<file path="config.mk">
export PLATFORM = sky130hd
export DESIGN_NAME = nn_controller
export DESIGN_NICKNAME = d
export VERILOG_FILES = /design/src/rtl/nn_controller.sv
export SDC_FILE = /design/constraint.sdc
export NUM_CORES = 1
export LEC_CHECK = 0
export ABC_CLOCK_PERIOD_IN_PS = 1900
export CAP_MARGIN = 10
export CORE_UTILIZATION = 47
export CTS_CLUSTER_SIZE = 40
export DETAILED_ROUTE_END_ITERATION = 16
export PLACE_DENSITY = 0.77
export SYNTH_ARGS = -nofsm -noshare
export SYNTH_HDL_FRONTEND = slang
export SYNTH_SLANG_ARGS = --single-unit
export TNS_END_PERCENT = 20
</file>
<file path="constraint.sdc">
create_clock -name clk -period 1.9 [get_ports clk]
set_input_delay 0.19 -clock clk [delete_from_list [all_inputs] [get_ports clk]]
set_output_delay 0.19 -clock clk [all_outputs]
set_load 0.01 [all_outputs]
</file>
<file path="src/rtl/nn_controller.sv">
// Sequencer for a two-layer MAC datapath: hidden pass in two halves, output pass, then score.
// Define NN_CTRL_CYCLE_CNT_EN to add the cycle_count output and its run-length counter.
module nn_controller #(
   parameter int N_TEST = 750,
   parameter int N_IN   = 62,
   parameter int N_HID  = 20
) (
   input  logic        clk,
   input  logic        rst,
   input  logic        start,
`ifdef NN_CTRL_CYCLE_CNT_EN
   output logic [31:0] cycle_count,
`endif
   output logic        busy,
   output logic        done,
   output logic [31:0] input_sel,
   output logic [31:0] test_sel,
   output logic        HO_sel,
   output logic        t,
   output logic        ld_Acc,
   output logic        rst_Acc,
   output logic        ld_val,
   output logic        ld_Cor,
   output logic        rst_Cor
);

   localparam logic [31:0] LAST_IN   = 32'(N_IN - 1);
   localparam logic [31:0] LAST_HID  = 32'(N_HID - 1);
   localparam logic [31:0] LAST_TEST = 32'(N_TEST - 1);

   typedef enum logic [3:0] {
      S_IDLE,
      S_INIT,
      S_H_CLR,
      S_H_ACC,
      S_H_STORE,
      S_O_CLR,
      S_O_ACC,
      S_CHECK,
      S_DONE
   } state_e;

   state_e      state_q, state_d;
   logic [31:0] sel_q, sel_d;
   logic [31:0] test_q, test_d;
   logic        t_q, t_d;

   // NOTE: sequential state uses non-blocking assignments so every flop samples pre-edge values.
   always_ff @(posedge clk or negedge rst) begin
      if (!rst) begin
         state_q <= S_IDLE;
         sel_q   <= '0;
         test_q  <= '0;
         t_q     <= 1'b0;
      end else begin
         state_q <= state_d;
         sel_q   <= sel_d;
         test_q  <= test_d;
         t_q     <= t_d;
      end
   end

   // NOTE: every variable gets a default before the case so no path infers a latch.
   always_comb begin
      state_d = state_q;
      sel_d   = '0;
      test_d  = test_q;
      t_d     = t_q;
      unique case (state_q)
         S_IDLE: begin
            test_d = '0;
            t_d    = 1'b0;
            if (start) state_d = S_INIT;
         end
         S_INIT: begin
            test_d  = '0;
            t_d     = 1'b0;
            state_d = S_H_CLR;
         end
         S_H_CLR: state_d = S_H_ACC;
         S_H_ACC: begin
            if (sel_q == LAST_IN) state_d = S_H_STORE;
            else                  sel_d   = sel_q + 32'd1;
         end
         S_H_STORE: begin
            t_d     = ~t_q;
            state_d = t_q ? S_O_CLR : S_H_CLR;
         end
         S_O_CLR: state_d = S_O_ACC;
         S_O_ACC: begin
            if (sel_q == LAST_HID) state_d = S_CHECK;
            else                   sel_d   = sel_q + 32'd1;
         end
         S_CHECK: begin
            if (test_q == LAST_TEST) begin
               state_d = S_DONE;
            end else begin
               test_d  = test_q + 32'd1;
               state_d = S_H_CLR;
            end
         end
         S_DONE: begin
            test_d  = '0;
            t_d     = 1'b0;
            state_d = S_IDLE;
         end
         default: state_d = S_IDLE;
      endcase
   end

   // Strobes are pure state decodes, so they are mutually exclusive by construction.
   assign busy      = (state_q != S_IDLE);
   assign done      = (state_q == S_DONE);
   assign rst_Cor   = (state_q == S_INIT);
   assign rst_Acc   = (state_q == S_H_CLR) || (state_q == S_O_CLR);
   assign ld_Acc    = (state_q == S_H_ACC) || (state_q == S_O_ACC);
   assign ld_val    = (state_q == S_H_STORE);
   assign ld_Cor    = (state_q == S_CHECK);
   assign HO_sel    = (state_q == S_O_CLR) || (state_q == S_O_ACC) || (state_q == S_CHECK);
   assign input_sel = sel_q;
   assign test_sel  = test_q;
   assign t         = t_q;

`ifdef NN_CTRL_CYCLE_CNT_EN
   logic [31:0] cyc_q;

   // Cleared on the accepting edge so the INIT cycle itself reads zero.
   always_ff @(posedge clk or negedge rst) begin
      if (!rst) begin
         cyc_q <= '0;
      end else if (state_q == S_IDLE && state_d == S_INIT) begin
         cyc_q <= '0;
      end else if (busy) begin
         cyc_q <= cyc_q + 32'd1;
      end
   end

   assign cycle_count = cyc_q;
`endif

endmodule

</file>
==> results.env <==
OUTCOME='finished, violations left'
VIOLATED_CHECKS='setup timing'
SYNTH_CELLS=420
FINAL_HOLD_VIOL_COUNT=0
GRT_UTIL_ALL_LAYERS=0.267
SYNTH_WARNINGS=0
CRITICAL_PATH_ARRIVAL_NS=2.21
CLK_LATENCY_NS=0.35
WORSTMARGINPINSLEW_NS=0.440
DIE_H_MICRONS=92.7
TIMING.REG2REG.WORST_PATH_DEPTH=7
DESIGN.CORE.AREA_SQ_UM=7850
REQUIRED_NS=2.14
POST-DP-HPWL_MM=7.58
DRT.ANTENNA.VIOLATING_NETS=0
CRIT_END='test_sel[19]$_DFFE_PN0P_'
YOSYSUNIQUECELLTYPES=49
FLOORPLAN.DIE.WIDTH_MICRONS=92.7
ROUTE.VIAS.TOTAL=3982
RELATIVE_SLEW_MARGINS=0.703
PORT-BUFFER-COUNT=75
WORST-SETUP-PATH-TYPE='flip-flop to flip-flop'
SETUP.WORST_PATH.START_CLASS='flip-flop'
PERIOD_SHARE=1.03
YS.FLOP_TYPE='sky130_fd_sc_hd__dfrtp_1'
COUNT_OF_BOUNDARY_I_O_PINS=76
TIMING.FINAL.MAX_SLEW_VIOLATIONS=0
FILL_CELLS=564
YOSYSSEQAREASHARE=0.446
DRT-WIRELENGTH-PER-CELL_MICRONS=17.1
FINALSETUPVIOLCOUNT=6
SIGNED_AREA_CHANGE_FROM_THE_SYNTHESIZED_NETLIST_TO_THE_FINAL_LAYOUT_PCT=47.2
FIRST_PASS_GRT_WIRE_LENGTH_MM=18.1
COUNT_OF_STATE_ELEMENTS_AFTER_SYNTHESIS=69
R2R_SETUP_SLACK_NS=-0.07
ASYNC_RESET_FF_FRAC=1.00
LARGEST_BUFFER_COUNT_ON_ANY_CLOCK_PATH=2
CLK_ROOT_BUFFER_CELL='sky130_fd_sc_hd__clkbuf_8'
MAXIMUM_NUMBER_OF_PINS_ON_ONE_NET_BEFORE_GLOBAL_ROUTE_REPAIR=70
FMAXACHIEVABLE_MHz=509
WIRELENGTH_MM=11.6
DR.PASS1.ITERS=5
INSERTED_CLOCK_BUFFERS=9
TIMING.CRITICAL_PATH.FANOUT_MAX=4
DRC_ERRORS=0
POST_SYNTH_EDFFS=0
CTS.SINKS=69
SYN_AREA_SQ_UM=3870
SETUP_REPAIR_AFTER_GLOBAL_ROUTING_MISSED_ITS_MARGIN='true'
STARTING_DENSITY=0.493
WORST_VDD_DROP_V=0.000478
CELLPOWERDENSITY_nW_PER_UM2=483
GRT_ANTENNA_BEFORE_REPAIR=0
SETUP_TNS_NS=-0.161
FIRST_GLOBAL_VIAS=3788
GRT_REMAINING_OVERFLOW=0
POST_DRT_VIA_CELL_RATIO=5.86
ANTENNA-DIODE-COUNT=0
REG2REG_TO='test_sel[19]$_DFFE_PN0P_'
DIEAREA_SQ_UM=8600
PLACE_WS_NS=-0.0623
FIN_SKEW_NS=0.0106
WORSTHOLDPATHTYPE='input pin to asynchronous set/reset pin'
CP-END-KIND='flip-flop'
LAYOUT_CELLS_SIZED_ABOVE_1=0.268
CP-STARTPOINT='test_sel[18]$_DFFE_PN0P_'
CTS_TREE='yes'
MAPPEDNETLISTNETS=427
FIN_CRIT_NS=1.97
CTS_MAX_LEVEL=3
CLK_PIN_SLEW_NS=0.08
SYNTHESIZED_AREA_PER_CELL_SQ_UM=9.21
DETAILEDROUTE.FIRSTITERATIONVIOLATIONS=214
DESIGN.FINAL.NETS=580
POSTLAYOUTSETUPSLACKWORST_NS=-0.0661
P_LEAK_nW=2.52
NUM_ROWS=32
MAX_CAP_VIOLATIONS=0
CRITICAL_PATH.REG2REG.STARTPOINT='test_sel[18]$_DFFE_PN0P_'
FINALWEIGHTEDCONGESTION=0.885
through the flow:
step                      area (sq um)  std cells  power [mW]  hold WS [ns]   util
final                             5690        680        2.75         0.372  0.725
after global placement            5200        646        1.53         0.243  0.663
after CTS                         5420        663        2.76         0.413  0.691
after global routing              5690        680        2.83         0.410  0.725
after detailed placement          5200        646        1.53         0.245  0.663
after floorplan                   3920        420        1.50        -0.106      -
cells in the mapped netlist (all sizes together) (2+ instances only):
cell type	number	share of area
nor2	72	0.071
dfrtp	69	0.45
nand3	34	0.045
xnor2	26	0.059
nand4	23	0.039
nand2	20	0.020
nor4	19	0.051
o21ai	16	0.021
xor2	16	0.036
a21oi	15	0.019
clkbuf	11	0.011
and3	10	0.016
buf	10	0.014
nor3	10	0.016
or3	10	0.016
o31ai	9	0.017
inv	8	0.0078
and4	5	0.011
o211ai	5	0.0097
or4	5	0.011
ha	4	0.013
and2	2	0.0032
nand2b	2	0.0032
nor2b	2	0.0032
nor4b	2	0.0045
o21a	2	0.0039
o41ai	2	0.0045
layout by cell type (no fill, tap or decap), types with 4 or more instances in the layout:
cell / Yosys / routed
sky130_fd_sc_hd__nand4_1: 22 / 22
sky130_fd_sc_hd__o31ai_1: 9 / 9
sky130_fd_sc_hd__dfrtp_1: 69 / 55
sky130_fd_sc_hd__a21oi_1: 15 / 13
sky130_fd_sc_hd__nor2_2: 2 / 4
sky130_fd_sc_hd__nor4_1: 12 / 6
sky130_fd_sc_hd__and4_1: 5 / 5
sky130_fd_sc_hd__nor2_1: 70 / 68
sky130_fd_sc_hd__dlygate4sd2_1: 0 / 6
sky130_fd_sc_hd__nor4_2: 3 / 7
sky130_fd_sc_hd__xnor2_1: 26 / 26
sky130_fd_sc_hd__or3_1: 10 / 10
sky130_fd_sc_hd__clkdlybuf4s50_1: 0 / 66
sky130_fd_sc_hd__xor2_1: 16 / 16
sky130_fd_sc_hd__nor3_1: 8 / 6
sky130_fd_sc_hd__o21ai_0: 16 / 15
sky130_fd_sc_hd__and3_1: 10 / 9
sky130_fd_sc_hd__buf_4: 0 / 80
sky130_fd_sc_hd__nand3_1: 33 / 33
sky130_fd_sc_hd__clkbuf_8: 0 / 10
sky130_fd_sc_hd__dfrtp_2: 0 / 14
sky130_fd_sc_hd__nor4_4: 4 / 6
sky130_fd_sc_hd__inv_1: 7 / 7
sky130_fd_sc_hd__nand2_1: 19 / 19
sky130_fd_sc_hd__o211ai_1: 5 / 5
worst min-delay path by stage:
stage / depth (start not counted) / slack, ns / endpoint
6_report: 3 / 0.37 / input_sel[25]$_DFF_PN0_
5_1_grt: 3 / 0.41 / input_sel[31]$_DFF_PN0_
4_1_cts: 3 / 0.41 / input_sel[25]$_DFF_PN0_
3_5_place_dp: 2 / 0.24 / input_sel[25]$_DFF_PN0_
3_3_place_gp: 2 / 0.24 / input_sel[26]$_DFF_PN0_
2_1_floorplan: 0 / -0.11 / input_sel[0]$_DFF_PN0_
power breakdown:
group	switching, mW	leakage, nW	internal, mW
clock	0.602	0.0959	0.645
sequential	0	0.911	1.47
combinational	0.0291	1.51	0.00836
sequential cells by signal, summed over array words and instances (netlist names):
register   cells
input_sel     32
state_q        4
t              1
test_sel      32
layout make-up:
class / instances / area (sq um) / area share
clock buffer: 11 / 141 / 0.0248
clock inverter: 5 / 58.8 / 0.0103
inverter: 8 / 30.0 / 0.00528
multi-input combinational: 322 / 2150 / 0.378
sequential: 69 / 1740 / 0.306
tap: 102 / 128 / 0.0224
timing repair buffer: 163 / 1440 / 0.253
metal layers:
metal / GRT usage / part of all wire / vias up / wire length, microns
met5: 0 / 0 / - / 0
met4: 0.0974 / 0.017 / 0 / 195
met3: 0.0624 / 0.068 / 23 / 791
met2: 0.458 / 0.51 / 165 / 5930
met1: 0.328 / 0.40 / 1961 / 4670
li1: - / - / 1833 / -
repair_timing:
action	4_1_cts	5_1_grt
cloned	0	3
pin swaps	0	12
buffers inserted	0	14
endpoints found under the setup margin	17	58
hold buffers	1	0
gates resized for setup	12	41
endpoints found under the hold margin	69	0
logic make-up (layout without fill, tap and decap cells):
logic type,Yosys count,after routing,share of synthesized area
compound gates,57,57,0.0951
fa+ha+maj,4,4,0.0129
simple gates,219,219,0.318
xor+xnor,42,42,0.0951
buf+inv,29,187,0.0324
flops,69,69,0.446
worst max-delay path, stage by stage, from the launching register on:
cell,delay [ns]
sky130_fd_sc_hd__dfrtp_2,0.44
sky130_fd_sc_hd__nor4_4,0.32
sky130_fd_sc_hd__nand4_1,0.25
sky130_fd_sc_hd__buf_4,0.22
sky130_fd_sc_hd__nor3_4,0.19
sky130_fd_sc_hd__buf_2,0.21
sky130_fd_sc_hd__nor4_1,0.07
sky130_fd_sc_hd__o21a_1,0.18
Power figures use the tool's default switching activity.
